File: src/rtl/temp_mon_pkg.sv
// Shared definitions for the temperature monitor: default geometry, alert window
// and the sequencer state encoding.
package temp_mon_pkg;

  localparam int TEMP_WIDTH = 8;
  localparam int S_NR       = 8;
  localparam int T_MIN      = 19;
  localparam int T_MAX      = 26;

  typedef enum logic [1:0] {
    IDLE   = 2'd0,
    ACCUM  = 2'd1,
    DIVIDE = 2'd2,
    DONE   = 2'd3
  } state_t;

endpackage

File: src/rtl/seq_division.sv
// Restoring divider producing one quotient bit per clock, MSB first.
// The load cycle already performs the first step, so valid rises WIDTH cycles after load.
module seq_division #(
  parameter int WIDTH = 16
) (
  input  logic             clk_i,
  input  logic             rst_n_i,
  input  logic             load,
  input  logic [WIDTH-1:0] N,
  input  logic [WIDTH-1:0] D,
  output logic             busy,
  output logic             valid,
  output logic [WIDTH-1:0] Q,
  output logic [WIDTH-1:0] R
);

  localparam int CW = $clog2(WIDTH) + 1;

  logic [WIDTH-1:0] den;
  logic [CW-1:0]    step_cnt;
  logic [WIDTH-1:0] src_rem, src_quo, src_den;
  logic [WIDTH-1:0] step_rem, step_quo;
  logic [WIDTH:0]   shifted;

  // Q doubles as the dividend shift register; R is the partial remainder.
  always_comb begin
    src_rem  = load ? '0 : R;
    src_quo  = load ? N  : Q;
    src_den  = load ? D  : den;
    shifted  = {src_rem, src_quo[WIDTH-1]};
    step_rem = shifted[WIDTH-1:0];
    step_quo = {src_quo[WIDTH-2:0], 1'b0};
    if (shifted >= {1'b0, src_den}) begin
      step_rem = WIDTH'(shifted - {1'b0, src_den});
      step_quo = {src_quo[WIDTH-2:0], 1'b1};
    end
  end

  always_ff @(posedge clk_i or negedge rst_n_i) begin
    if (!rst_n_i) begin
      den      <= '0;
      step_cnt <= '0;
      busy     <= 1'b0;
      valid    <= 1'b0;
      Q        <= '0;
      R        <= '0;
    end else if (load) begin
      den      <= D;
      Q        <= step_quo;
      R        <= step_rem;
      step_cnt <= CW'(1);
      busy     <= 1'b1;
      valid    <= 1'b0;
    end else if (busy) begin
      Q        <= step_quo;
      R        <= step_rem;
      step_cnt <= step_cnt + CW'(1);
      if (step_cnt == CW'(WIDTH - 1)) begin
        busy  <= 1'b0;
        valid <= 1'b1;
      end
    end else begin
      valid <= 1'b0;
    end
  end

endmodule

File: src/rtl/temp_avg_sequencer.sv
// Multi-cycle temperature monitor: samples the sensors on start, accumulates the enabled
// readings one per cycle, divides sum by count and decodes the average into LEDs and alert.
module temp_avg_sequencer
  import temp_mon_pkg::*;
#(
  parameter int TEMP_WIDTH_P = TEMP_WIDTH,
  parameter int S_NR_P       = S_NR,
  parameter int T_MIN_P      = T_MIN,
  parameter int T_MAX_P      = T_MAX
) (
  input  logic                             clk_i,
  input  logic                             rst_n_i,
  input  logic                             start_i,
  input  logic [S_NR_P*TEMP_WIDTH_P-1:0]   sensors_data_i,
  input  logic [S_NR_P-1:0]                sensors_en_i,
  output logic                             busy_o,
  output logic                             done_o,
  output logic [2*TEMP_WIDTH_P-1:0]        avg_o,
  output logic [2*TEMP_WIDTH_P-1:0]        rem_o,
  output logic [T_MAX_P-T_MIN_P:0]         led_output_o,
  output logic                             alert_o
);

  localparam int W2    = 2 * TEMP_WIDTH_P;
  localparam int LED_W = T_MAX_P - T_MIN_P + 1;
  localparam int IDX_W = (S_NR_P > 1) ? $clog2(S_NR_P) : 1;

  state_t                          state;
  logic [S_NR_P*TEMP_WIDTH_P-1:0]  data_reg;
  logic [S_NR_P-1:0]               en_reg;
  logic [IDX_W-1:0]                idx;
  logic [W2-1:0]                   sum, count;

  logic [TEMP_WIDTH_P-1:0]         cur_data;
  logic [W2-1:0]                   sum_next, count_next;
  logic                            last_idx, div_load;
  logic                            div_busy, div_valid;
  logic [W2-1:0]                   div_q, div_r;
  logic                            in_range;
  logic [LED_W-1:0]                led_next;

  // The last sensor's contribution feeds the divider on the same edge it is accumulated.
  assign cur_data   = data_reg[int'(idx)*TEMP_WIDTH_P +: TEMP_WIDTH_P];
  assign sum_next   = sum + (en_reg[idx] ? W2'(cur_data) : '0);
  assign count_next = count + W2'(en_reg[idx]);
  assign last_idx   = (idx == IDX_W'(S_NR_P - 1));
  assign div_load   = (state == ACCUM) && last_idx && (count_next != '0);

  seq_division #(
    .WIDTH (W2)
  ) u_div (
    .clk_i   (clk_i),
    .rst_n_i (rst_n_i),
    .load    (div_load),
    .N       (sum_next),
    .D       (count_next),
    .busy    (div_busy),
    .valid   (div_valid),
    .Q       (div_q),
    .R       (div_r)
  );

  assign in_range = (div_q >= W2'(T_MIN_P)) && (div_q <= W2'(T_MAX_P));

  generate
    for (genvar gi = 0; gi < LED_W; gi++) begin : g_led
      assign led_next[gi] = in_range && (div_q == W2'(T_MIN_P + gi));
    end
  endgenerate

  always_ff @(posedge clk_i or negedge rst_n_i) begin
    if (!rst_n_i) begin
      state        <= IDLE;
      data_reg     <= '0;
      en_reg       <= '0;
      idx          <= '0;
      sum          <= '0;
      count        <= '0;
      busy_o       <= 1'b0;
      done_o       <= 1'b0;
      avg_o        <= '0;
      rem_o        <= '0;
      led_output_o <= '0;
      alert_o      <= 1'b0;
    end else begin
      case (state)
        IDLE: begin
          done_o <= 1'b0;
          if (start_i) begin
            data_reg <= sensors_data_i;
            en_reg   <= sensors_en_i;
            idx      <= '0;
            sum      <= '0;
            count    <= '0;
            busy_o   <= 1'b1;
            state    <= ACCUM;
          end
        end
        ACCUM: begin
          sum   <= sum_next;
          count <= count_next;
          idx   <= idx + IDX_W'(1);
          if (last_idx) begin
            if (count_next == '0) begin
              avg_o        <= '0;
              rem_o        <= '0;
              led_output_o <= '0;
              alert_o      <= 1'b1;
              done_o       <= 1'b1;
              state        <= DONE;
            end else begin
              state <= DIVIDE;
            end
          end
        end
        DIVIDE: begin
          if (div_valid && !div_busy) begin
            avg_o        <= div_q;
            rem_o        <= div_r;
            led_output_o <= led_next;
            alert_o      <= !in_range;
            done_o       <= 1'b1;
            state        <= DONE;
          end
        end
        DONE: begin
          done_o <= 1'b0;
          busy_o <= 1'b0;
          state  <= IDLE;
        end
        default: state <= IDLE;
      endcase
    end
  end

endmodule

File: config.mk
export PLATFORM = sky130hd
export DESIGN_NAME = temp_avg_sequencer
export DESIGN_NICKNAME = d
export VERILOG_FILES = /design/src/rtl/temp_mon_pkg.sv /design/src/rtl/seq_division.sv /design/src/rtl/temp_avg_sequencer.sv
export SDC_FILE = /design/constraint.sdc
export NUM_CORES = 1
export LEC_CHECK = 0
export BUFFER_PORTS_ARGS = -buffer_cell sky130_fd_sc_hd__buf_2
export CORE_UTILIZATION = 59
export CTS_CLUSTER_DIAMETER = 80
export DETAILED_ROUTE_END_ITERATION = 16
export GPL_TIMING_DRIVEN = 0
export PLACE_DENSITY = 0.83
export SLEW_MARGIN = 0
export SYNTH_ARGS = -nofsm -noshare
export SYNTH_HDL_FRONTEND = slang
export SYNTH_SLANG_ARGS = --single-unit
File: constraint.sdc
create_clock -name clk_i -period 8.61 [get_ports clk_i]
set_input_delay 1.2915 -clock clk_i [delete_from_list [all_inputs] [get_ports clk_i]]
set_output_delay 1.2915 -clock clk_i [all_outputs]
set_load 0.01 [all_outputs]
Word-level counts from Yosys, hierarchy flattened
Index checks and enable logic that the tools add are counted.

Register bits after elaboration: 207. Latch bits: 0. Memory bits (writable): 0. ROM bits: 0. Input bits: 75. Output and inout port bits: 43. Logic and storage cells: 122. Memories kept: 0.

$add $sub $neg: 5. Multipliers: 0. Div/mod/pow operators: 0. Magnitude comparators: 4. Eq/ne operators: 18. Shift-type cells: 1. Mux-type cells: 48. Bitwise logic cells: 0. Reductions and logical operators: 28.

Operators by type and width (count): two-way mux 16 bit (13); equality test 16 x 5 -> 1 bit, second input constant (8); case mux 16 bit (2 select lines) (4); indexed part select 64 x 7 -> 8 bit (1); two-way mux 8 bit (4); >= comparator 17 x 16 -> 1 bit (1); adder 16 x 1 -> 16 bit (1); adder 16 x 8 -> 16 bit (1); >= comparator 16 x 5 -> 1 bit, second input constant (1); less-or-equal comparator 16 x 5 -> 1 bit, second input constant (1); zero test 16 bit (1); case mux 8 bit (2 select lines) (1); nonzero test 16 bit (1); subtractor 16 bit (1); two-way mux 1 bit (14); logical AND 1 bit (12); two-way mux 5 bit (2); case mux 2 bit (4 select lines) (1); nonzero test 2 bit (4); two-way mux 2 bit (3); inequality test 2 bit, second input constant (3); case mux 3 bit (2 select lines) (1); AND reduction 2 bit (3); AND reduction 3 bit (2); 17 further kinds (20).

Longest topological paths before layout
Gate-level depths: netlist of the first run.

Depth after elaboration: 10. Gate-level depth with buffers: 27. Gate-level depth less buffers: 22.

Modules after synthesis
Synthesis of the first run repeated with hierarchy kept, for this count alone.

Cell total of the unflattened synthesis: 958. Area, all modules: 10956.8 um2.

By module, submodules not included: temp_avg_sequencer (times used 1, cells an instance 614, area an instance 7608.5 um2, seq. area each 3803.6 um2); seq_division (times used 1, cells an instance 344, area an instance 3348.2 um2, seq. area each 1376.3 um2).

Worst setup path before layout of the first run
OpenSTA, ideal clock, no wires.

Path type: flip-flop to flip-flop. Start: register idx[0]. End: register u_div.R[1]. Setup time: 0.126 ns. Arrival: 6.374 ns. Required time: 8.484 ns. Path slack: 2.110 ns. Cell stages (with the launch flop): 28. Path buffers: 5. Period minus slack after synthesis: 6.500 ns. Cells stage by stage: dfrtp_1 -> buf_1 -> mux4_2 -> mux2i_1 -> inv_1 -> ha_1 -> ha_1 -> buf_2 -> and4_4 -> a2111oi_0 -> a211o_1 -> o211ai_1 -> o311ai_1 -> clkbuf_1 -> buf_2 -> nand2_1 -> o21ai_0 -> inv_1 -> ha_1 -> a21oi_1 -> nor3b_1 -> a21o_1 -> nand2_1 -> o21ai_0 -> o211a_1 -> buf_2 -> nor2_1 -> a221o_1.

Cells in the longest elaborated chain, start to end: 10. Elaborated cells between the ends (all ways): 19. Those cells by class: add/sub: 3; order compare: 1; eq/ne: 1; shift: 1; mux: 9; reduce/logical: 4.

RTL lines: start, declared (line temp_avg_sequencer.sv:31) `logic [IDX_W-1:0] idx;`; start signal, assigned (line temp_avg_sequencer.sv:102) `idx <= idx + IDX_W'(1);`; branches (longest 10 deep; another with adder 16 x 8 -> 16 bit); end signal, assigned (line seq_division.sv:50) `R <= step_rem;`; end signal, assigned (line seq_division.sv:56) `R <= step_rem;`; end, declared (line seq_division.sv:14) `output logic [WIDTH-1:0] R`.

Several ways; the timed one is not identified. The select of a mux whose other input is x is not followed. A chain may end at the register's enable or synchronous reset.

Final worst setup path of the first run
Start: register idx[0]. End: register u_div.R[11].

The elaborated chain is that of the path after synthesis.

==> reports/results.ini, run 1 <==
[outcome]
status=completed

[logic_synthesis]
synth.area.top_cells=dfrtp_1, mux2_2, ha_1
avgSynthCellArea_um2=11.02
synthArstFlopShare=1.000
syn_inst=971
syn_nets=1082
yosysMostFrequentCell=dfrtp_1
synth_cell_types=69
synth_edf_count=0
synth_seq_area_share=0.4839
synth_area_leader_cell=dfrtp_1
synth_ff_type=dfrtp_1
synth_seq_cells=207
yosysTopAreaCellShare=0.4839
ys_warn_count=0
synthTopCellsByCount=dfrtp_1, nand2_1, mux2_2
syn_area_um2=10710

[clock_network]
cts_sinks=207
cts_root_buf=clkbuf_16
cts_resized=0
cts_tree=yes
postCtsSetupRepairBufs=0
clock_latency_ns=0.50
h-tree-depth=1
cts_made_buffers=22
clk_pin_slew_ns=0.06
cts-hold-fix-buffers=0
cts_max_path_buffers=3

[place]
hpwl_um=17780
place_area_um2=11610
dp.cells=1314
port_buffers=117
gp_congestion=0.9120

[cells_and_area]
final_nets=1224
num-fill-cells=1252
drive_gt1_frac=0.2578
syn2layout_area_growth_pct=15.50
largest_register_ffs=64
fin_cells=1354
final_util=0.7051
fin_area_um2=12360
diodes=0

[routing]
firstDrtPassIters=5
drtIter0Drc=595
drc=0
routed_wl_um=24950
antenna_left=0
routedWlPerCell_um=18.43
vias=8195
via_per_inst=6.052

[critical_path]
r2r_slack_ns=0.55
cp-end-kind=flip-flop
cp-start-kind=flip-flop
cp.required_ns=9.03
r2r_cells=25
worstPathArrival_ns=8.48
timing.critical_path.from=idx[0]$_DFFE_PN0P_
worstPathMaxFanout=10
worstReg2RegEnd=u_div.R[11]$_DFFE_PN0P_
r2r-start=idx[0]$_DFFE_PN0P_
crit_type=reg2reg
endpoint=u_div.R[11]$_DFFE_PN0P_

[floorplan]
core_um2=17540
die_w_um=136.7
io_pins=118
dieArea_um2=18690
initial_utilization=0.6104
fp.dieH_um=136.7
rows=48

[sta]
tightest_slew_ns=0.8613
maxSlewHeadroom=0.4197
setup_viol=0
final.setup.tns_ns=0
skew_ns=0.009662
hold_violations=0
rsz0062_at_grt=no
finalMaxSlewViolations=0
finalCritPeriodShare=0.9361
period_minus_slack_ns=8.060
fmax_ghz=0.1241

[power]
powerDensity_nw_per_um2=378.1
p_leak_nw=5.747
peakVddDrop_mv=0.2487

[grt]
grt_pass1_wl_um=41120
grt_pass1_vias=8066
grt_antenna_before_repair=1
grt_overflow_total=0
track_usage=0.2806
grt_max_degree=120

[run]
cap_viol_max_count=0

[worst_hold_path]
worst_hold_path_type=reg2reg

## worst max-delay path, stage by stage (launching register included)
cell and delay [ns]:
dfrtp_1 0.43, clkbuf_2 0.37, mux4_2 0.57, mux2i_2 0.46, inv_1 0.12, ha_1 0.29, ha_1 0.21, buf_2 0.17
and4_4 0.18, a2111oi_0 0.50, a211o_1 0.18, o211ai_1 0.14, o311ai_1 0.44, clkbuf_1 0.43, buf_2 0.32, mux2i_1 0.45
ha_1 0.32, nor2b_1 0.15, o21bai_1 0.25, a21o_1 0.24, nand2_1 0.14, o21ai_0 0.60, and4_1 0.39, clkbuf_1 0.39
a22oi_1 0.13, o21ai_0 0.11
## per-layer routing
| layer | share of wire | track usage | vias up |
|---|---|---|---|
| met5 | 0.00052 | 0 | - |
| met2 | 0.47 | 0.4554 | 323 |
| met4 | 0.026 | 0.08765 | 2 |
| met3 | 0.066 | 0.05556 | 57 |
| li1 | - | - | 3806 |
| met1 | 0.43 | 0.3802 | 4007 |
## cell type report
cell class                      count  area [µm²]  area share
Buffer                             59       272.8     0.02206
Clock buffer                       30       641.9     0.05191
Clock inverter                     10       107.6    0.008703
Inverter                           34       127.6     0.01032
Multi-Input combinational cell    671        5130      0.4149
Sequential cell                   207        5180      0.4189
Tap cell                          225       281.5     0.02277
Timing Repair Buffer              118       623.1     0.05039
## logic make-up (layout without fill, tap and decap cells)
kind of cell | count (synthesis) | in the layout | synth area share
compound gates | 230 | 230 | 0.1476
xor+xnor | 45 | 45 | 0.03682
fa+ha+maj | 36 | 36 | 0.04348
buf+inv | 93 | 251 | 0.03728
flops | 207 | 207 | 0.4839
mux | 122 | 122 | 0.1449
simple gates | 238 | 238 | 0.1060
## worst min path at each step
stage	end	slack, ns	cells after the start	start
after detailed placement	led_output_o[1]$_DFFE_PN0P_	0.46	2	led_output_o[1]$_DFFE_PN0P_
after global placement	led_output_o[3]$_DFFE_PN0P_	0.45	2	led_output_o[3]$_DFFE_PN0P_
after CTS	led_output_o[1]$_DFFE_PN0P_	0.48	2	led_output_o[1]$_DFFE_PN0P_
after floorplan	sum[2]$_DFFE_PN0P_	0.46	2	sum[2]$_DFFE_PN0P_
final	led_output_o[1]$_DFFE_PN0P_	0.47	2	led_output_o[1]$_DFFE_PN0P_
after global routing	led_output_o[2]$_DFFE_PN0P_	0.51	2	led_output_o[2]$_DFFE_PN0P_
## layout by cell type, fill, tap and decap left out, types with 8 or more instances in the layout
cell	count
nand3_1	19
xnor2_1	24
inv_1	34
mux4_2	18
o21a_1	13
mux2i_1	19
nand4_1	8
mux2_2	83
clkbuf_1	34
and2_1	18
o21ai_0	69
a21oi_1	33
clkbuf_16	23
buf_2	134
a211oi_1	8
ha_1	34
nand2_1	86
xor2_1	21
a21o_1	8
dfrtp_1	207
nor3_1	15
nor2_1	54
a221o_1	8
a22o_1	43
## report_power, final
part / switching, mW / total (mW) / internal (mW)
registers: 0.218 / 1.53 / 1.31
clock network: 0.384 / 0.968 / 0.584
logic: 1.21 / 2.18 / 0.974
## stage by stage
step | hold WS [ns] | setup slack, ns | power, mW
after floorplan | 0.4563 | 2.110 | 3.081
after global placement | 0.4526 | 0.5629 | 3.581
after detailed placement | 0.4578 | 0.3238 | 3.676
after CTS | 0.4756 | 0.1850 | 4.663
after global routing | 0.5072 | 0.1415 | 4.972
final | 0.4701 | 0.5500 | 4.675
(Power assumes the default switching activity.)
==> inputs of run 2 (changes only) <==
CORE_UTILIZATION = 60   (was 59)
PLACE_DENSITY = 0.84   (was 0.83)
clock period = 9.45 ns   (was 8.61 ns; I/O delays follow)
==> run 2 against run 1 <==
- clock-buffer cell count fell by 2
- wire length rose by 1.8%
- final area rose by 0.42%
- largest power group unchanged
- clock skew rose by 0.019 ns
- combinational power fell by 9.2%
- setup slack improved by 0.47 ns
- register-to-register slack improved by 0.47 ns
==> reports/results.ini, run 2 (synthesized netlist as in run 1, its figures left out) <==
[cells_and_area]
final_nets=1224  ; unchanged
final_util=0.7154  ; was 0.7051
drive_gt1_frac=0.2560  ; was 0.2578
layout_common_cells=dfrtp_1, buf_2, nand2_1  ; unchanged
largest_register_ffs=64  ; unchanged
final_common_cell=dfrtp_1  ; unchanged
num-fill-cells=1180  ; was 1252
multi_input_area_um2=5126  ; was 5130 µm²
seq_area_um2=5180  ; unchanged
syn2layout_area_growth_pct=15.99  ; was 15.50%

[sta]
skew_ns=0.02907  ; was 0.009662 ns
period_minus_slack_ns=8.427  ; was 8.060 ns
hold_violations=0  ; unchanged
fmax_ghz=0.1187  ; was 0.1241 GHz
setup_viol=0  ; unchanged
rsz0062_at_grt=no  ; unchanged
tightest_slew_ns=0.8413  ; was 0.8613 ns
maxSlewHeadroom=0.4231  ; was 0.4197
finalCritPeriodShare=0.8917  ; was 0.9361
finalMaxSlewViolations=0  ; unchanged
final.setup.tns_ns=0  ; unchanged

[grt]
grt_pass1_wl_um=41430  ; was 41120 µm
grt_antenna_before_repair=1  ; unchanged
grt_max_degree=115  ; was 120
grt_overflow_total=0  ; unchanged
grt_pass1_vias=8234  ; was 8066
track_usage=0.2877  ; was 0.2806

[clock_network]
clk_pin_slew_ns=0.06  ; about the same
cts_sinks=207  ; unchanged
postCtsSetupRepairBufs=0  ; unchanged
clock_latency_ns=0.53  ; was 0.50 ns
cts-hold-fix-buffers=0  ; unchanged
cts_root_buf=clkbuf_16  ; unchanged
cts_resized=0  ; unchanged
h-tree-depth=1  ; unchanged
cts_max_path_buffers=3  ; unchanged
cts_made_buffers=22  ; unchanged
cts_tree=yes  ; unchanged

[routing]
drc=0  ; unchanged
routed_wl_um=25410  ; was 24950 µm
antenna_left=0  ; unchanged
vias=8153  ; was 8195
via_per_inst=6.017  ; was 6.052
firstDrtPassIters=7  ; was 5
routedWlPerCell_um=18.75  ; was 18.43 µm
drtIter0Drc=519  ; was 595

[floorplan]
fp.dieH_um=135.6  ; was 136.7 µm
rows=48  ; unchanged
initial_utilization=0.6168  ; was 0.6104
die_w_um=135.6  ; was 136.7 µm
core_um2=17360  ; was 17540 µm²
dieArea_um2=18380  ; was 18690 µm²
io_pins=118  ; unchanged

[power]
powerDensity_nw_per_um2=349.2  ; was 378.1 nW/µm²
peakVddDrop_mv=0.2371  ; was 0.2487 mV
power_mw=4.336  ; was 4.675 mW
p_leak_nw=5.756  ; was 5.747 nW

[critical_path]
worstPathArrival_ns=8.84  ; was 8.48 ns
r2r_slack_ns=1.02  ; was 0.55 ns
crit_family=compound AO/OA/AOI/OAI gates  ; unchanged
cp-end-kind=flip-flop  ; unchanged
cp-start-kind=flip-flop  ; unchanged
r2r-start=idx[0]$_DFFE_PN0P_  ; unchanged
slowest_delay_ns=0.65  ; was 0.60 ns
worstReg2RegEnd=u_div.R[14]$_DFFE_PN0P_  ; was u_div.R[11]$_DFFE_PN0P_
critPathSlowestCell=mux2i_1  ; was o21ai_0
cp.required_ns=9.86  ; was 9.03 ns
r2r_cells=25  ; unchanged
worstPathMaxFanout=10  ; unchanged
crit_buf_inv=6  ; unchanged
crit_type=reg2reg  ; unchanged

[worst_hold_path]
min-delay-start=led_output_o[3]$_DFFE_PN0P_  ; was led_output_o[1]$_DFFE_PN0P_
holdPathStages=2  ; unchanged
worst_hold_path_type=reg2reg  ; unchanged
hold_end=led_output_o[3]$_DFFE_PN0P_  ; was led_output_o[1]$_DFFE_PN0P_

[place]
hpwl_um=18140  ; was 17780 µm
gp_congestion=0.9608  ; was 0.9120
port_buffers=117  ; unchanged

[run]
cap_viol_max_count=0  ; unchanged

[outcome]
status=completed  ; unchanged

==> run 2: cell count changes in the layout (fill, tap and decap cells not counted), sizes merged <==
| cell | before | now |
|---|---|---|
| clkbuf | 63 | 60 |
| inv | 35 | 34 |
| clkinv | 7 | 5 |
| clkinvlp | 0 | 2 |
| diode | 0 | 1 |
| bufinv | 2 | 5 |
| buf | 144 | 145 |
==> run 2: worst register-to-register path: stages, from the launching register on <==
cell       delay (ns)
dfrtp_1          0.44
buf_1            0.62
mux4_2           0.59
mux2i_1          0.65
inv_1            0.11
ha_1             0.31
ha_1             0.21
buf_2            0.16
and4_4           0.18
a2111oi_0        0.47
a211o_1          0.19
o211ai_1         0.17
o311ai_1         0.45
clkbuf_1         0.43
clkbuf_1         0.49
and2_1           0.21
ha_1             0.28
a21oi_1          0.22
nor3b_1          0.29
a21o_1           0.22
nand2_1          0.12
o21ai_0          0.55
and4_1           0.37
clkbuf_1         0.37
a22oi_1          0.11
o21ai_0          0.12
==> run 2: through the flow <==
| stage | setup WS [ns] | hold slack [ns] | area, µm² | std cells |
|---|---|---|---|---|
| after detailed placement | 1.151 | 0.4650 | 11610 | 1314 |
| after global placement | 1.305 | 0.4525 | 11570 | 1313 |
| final | 1.023 | 0.4798 | 12420 | 1355 |
| after CTS | 1.104 | 0.4790 | 12410 | 1354 |
| after floorplan | 2.950 | 0.4563 | 10710 | 971 |
| after global routing | 0.3685 | 0.5057 | 12410 | 1354 |
==> run 2: worst max-delay path by stage <==
stage / from / to / slack (ns) / cells past startpoint
floorplan: idx[0]$_DFFE_PN0P_ / u_div.R[1]$_DFFE_PN0P_ / 2.95 / 27
global route: idx[0]$_DFFE_PN0P_ / u_div.R[10]$_DFFE_PN0P_ / 0.37 / 27
global placement: idx[0]$_DFFE_PN0P_ / u_div.R[10]$_DFFE_PN0P_ / 1.31 / 25
finish: idx[0]$_DFFE_PN0P_ / u_div.R[14]$_DFFE_PN0P_ / 1.02 / 25
detailed placement: idx[0]$_DFFE_PN0P_ / u_div.R[10]$_DFFE_PN0P_ / 1.15 / 27
CTS: idx[0]$_DFFE_PN0P_ / u_div.R[14]$_DFFE_PN0P_ / 1.10 / 27
==> run 2: cell type report <==
cell class	instances	area share
Sequential cell	207	0.4172
Multi-Input combinational cell	671	0.4128
Timing Repair Buffer	118	0.05018
Clock buffer	28	0.04857
Tap cell	225	0.02267
Buffer	59	0.02187
Clock inverter	12	0.01622
Inverter	34	0.01028
Antenna cell	1	0.0002015
==> run 2: layer usage <==
layer	share of wire	wire length (µm)	vias up	GRT usage
met4	0.027	680	0	0.1055
li1	-	-	3808	-
met1	0.42	10800	3985	0.3734
met5	0	0	-	0
met2	0.48	12260	305	0.4799
met3	0.066	1668	55	0.05462
==> run 2: report_power, final <==
part	internal (mW)	leakage (nW)	total, mW	switching [mW]
Sequential	1.19	2.66	1.40	0.209
Combinational	0.885	2.71	1.98	1.10
Clock	0.590	0.390	0.950	0.360
Total	2.67	5.76	4.34	1.67
==> inputs of run 3 (changes only) <==
GPL_TIMING_DRIVEN = 1   (was 0)
==> run 3 against run 2 <==
- via count down 2.9%
- die area unchanged
- wire length down 3.1%
- critical path depth down 4
- setup slack better by 0.80 ns
- critical endpoint is now u_div.R[1]$_DFFE_PN0P_
- largest power group unchanged
==> reports/results.ini, run 3 (synthesized netlist as in run 1, its figures left out) <==
[critical_path]
cp-end-kind=flip-flop  ; unchanged
crit_type=reg2reg  ; unchanged
cp-start-kind=flip-flop  ; unchanged
worstPathArrival_ns=8.00  ; was 8.84 ns
worstPathMaxFanout=55  ; was 10
cp.required_ns=9.83  ; was 9.86 ns

[cells_and_area]
fin_cells=1299  ; was 1355
layout_common_cells=dfrtp_1, buf_2, nand2_1  ; unchanged
largest_register_ffs=64  ; unchanged
syn2layout_area_growth_pct=12.99  ; was 15.99%
final_nets=1171  ; was 1224
drive_gt1_frac=0.2516  ; was 0.2560
final_common_cell=dfrtp_1  ; unchanged

[floorplan]
die_w_um=135.6  ; unchanged
io_pins=118  ; unchanged
initial_utilization=0.6168  ; unchanged
fp.dieH_um=135.6  ; unchanged
rows=48  ; unchanged
dieArea_um2=18380  ; unchanged
core_um2=17360  ; unchanged

[grt]
grt_pass1_vias=7928  ; was 8234
track_usage=0.2797  ; was 0.2877
grt_max_degree=80  ; was 115
grt_overflow_total=0  ; unchanged
grt_pass1_wl_um=40340  ; was 41430 µm
grt_antenna_before_repair=3  ; was 1

[routing]
routed_wl_um=24610  ; was 25410 µm
vias=7914  ; was 8153
firstDrtPassIters=6  ; was 7
drc=0  ; unchanged
via_per_inst=6.092  ; was 6.017
drtIter0Drc=662  ; was 519
routedWlPerCell_um=18.95  ; was 18.75 µm
antenna_left=0  ; unchanged

[sta]
finalCritPeriodShare=0.8065  ; was 0.8917
rsz0062_at_grt=no  ; unchanged
skew_ns=0.01208  ; was 0.02907 ns
fmax_ghz=0.1312  ; was 0.1187 GHz
hold_violations=0  ; unchanged
period_minus_slack_ns=7.622  ; was 8.427 ns
maxSlewHeadroom=0.1788  ; was 0.4231
hold-worst-slack_ns=0.4678  ; was 0.4798 ns
finalMaxSlewViolations=0  ; unchanged
tightest_slew_ns=1.232  ; was 0.8413 ns
final.setup.tns_ns=0  ; unchanged
setup_viol=0  ; unchanged

[clock_network]
postCtsSetupRepairBufs=0  ; unchanged
h-tree-depth=1  ; unchanged
cts_tree=yes  ; unchanged
clock_latency_ns=0.51  ; was 0.53 ns
clk_pin_slew_ns=0.06  ; about the same
cts_max_path_buffers=3  ; unchanged
cts_root_buf=clkbuf_16  ; unchanged
cts_resized=0  ; unchanged
cts_made_buffers=22  ; unchanged
cts-hold-fix-buffers=0  ; unchanged
cts_sinks=207  ; unchanged

[place]
gp_congestion=0.9392  ; was 0.9608
port_buffers=117  ; unchanged
hpwl_um=16610  ; was 18140 µm
dp.cells=1261  ; was 1314

[run]
cap_viol_max_count=0  ; unchanged

[power]
p_leak_nw=5.583  ; was 5.756 nW
powerDensity_nw_per_um2=346.3  ; was 349.2 nW/µm²
peakVddDrop_mv=0.2438  ; was 0.2371 mV

[worst_hold_path]
worst_hold_path_type=reg2reg  ; unchanged

[outcome]
status=completed  ; unchanged

run 3: changes by cell type in the layout (fill, tap and decap cells not counted), sizes merged:
cell / change
clkbuf: -29
clkinv: -1
buf: -22
bufinv: -4
run 3: cell type report:
type	instances	area, µm²
fillers	1225	5261
inverters	34	127.6
clock buffers	30	641.9
clock inverters	7	68.82
multi-input cells	671	5146
flip-flops and latches	207	5180
diodes	1	2.502
well taps	225	281.5
repair buffers	124	646.9
run 3: worst max-delay path, cell delays in order, from the launching register on:
cell and delay, ns:
dfrtp_1 0.89, mux4_2 0.40, mux2i_1 0.61, inv_1 0.10, ha_1 0.27, ha_1 0.30, and4_4 0.20, a2111oi_0 0.44
a211o_1 0.16, o211ai_1 0.16, o311ai_4 0.63, buf_4 0.53, mux2i_1 0.43, ha_1 0.31, nor2b_1 0.14, o21bai_1 0.23
a21o_1 0.20, nand2_1 0.11, o21ai_0 0.54, o211a_1 0.41, nor2_1 0.07, a221o_1 0.32
run 3: report_power, final:
part           leakage [nW]  total [mW]  switching [mW]  internal, mW
clock                 0.346       0.851           0.350         0.501
sequential             2.66        1.45           0.260          1.19
combinational          2.58        1.88            1.03         0.856
total                  5.58        4.19            1.64          2.55
run 3: per-stage QoR:
| step | total power, mW | cell area (µm²) | worst slack, ns | util |
|---|---|---|---|---|
| detailed placement | 3.298 | 11380 | 1.949 | 0.6558 |
| CTS | 4.180 | 12090 | 1.927 | 0.6967 |
| floorplan | 2.807 | 10710 | 2.950 | - |
| global route | 4.454 | 12090 | 1.181 | 0.6967 |
| global placement | 3.216 | 11380 | 2.201 | 0.6558 |
| finish | 4.189 | 12100 | 1.828 | 0.6969 |
run 3: worst paths after layout:
path                                              from                          end  slack, ns  depth (start not counted)
max in group asynchronous                      rst_n_i         count[3]$_DFFE_PN0P_       6.45                          3
min reg2reg                led_output_o[3]$_DFFE_PN0P_  led_output_o[3]$_DFFE_PN0P_       0.47                          2
max reg2reg                         idx[1]$_DFFE_PN0P_       u_div.R[1]$_DFFE_PN0P_       1.83                         21
min in group asynchronous                      rst_n_i         avg_o[2]$_DFFE_PN0P_       0.93                          1
min                        led_output_o[3]$_DFFE_PN0P_  led_output_o[3]$_DFFE_PN0P_       0.47                          2
max                                 idx[1]$_DFFE_PN0P_       u_div.R[1]$_DFFE_PN0P_       1.83                         21
run 3: routing by layer:
metal	track usage	up-vias	wire [µm]
li1	-	3690	-
met1	0.3758	3890	10800
met2	0.4580	268	11670
met3	0.05312	64	1368
met4	0.08989	2	762
met5	0	-	13
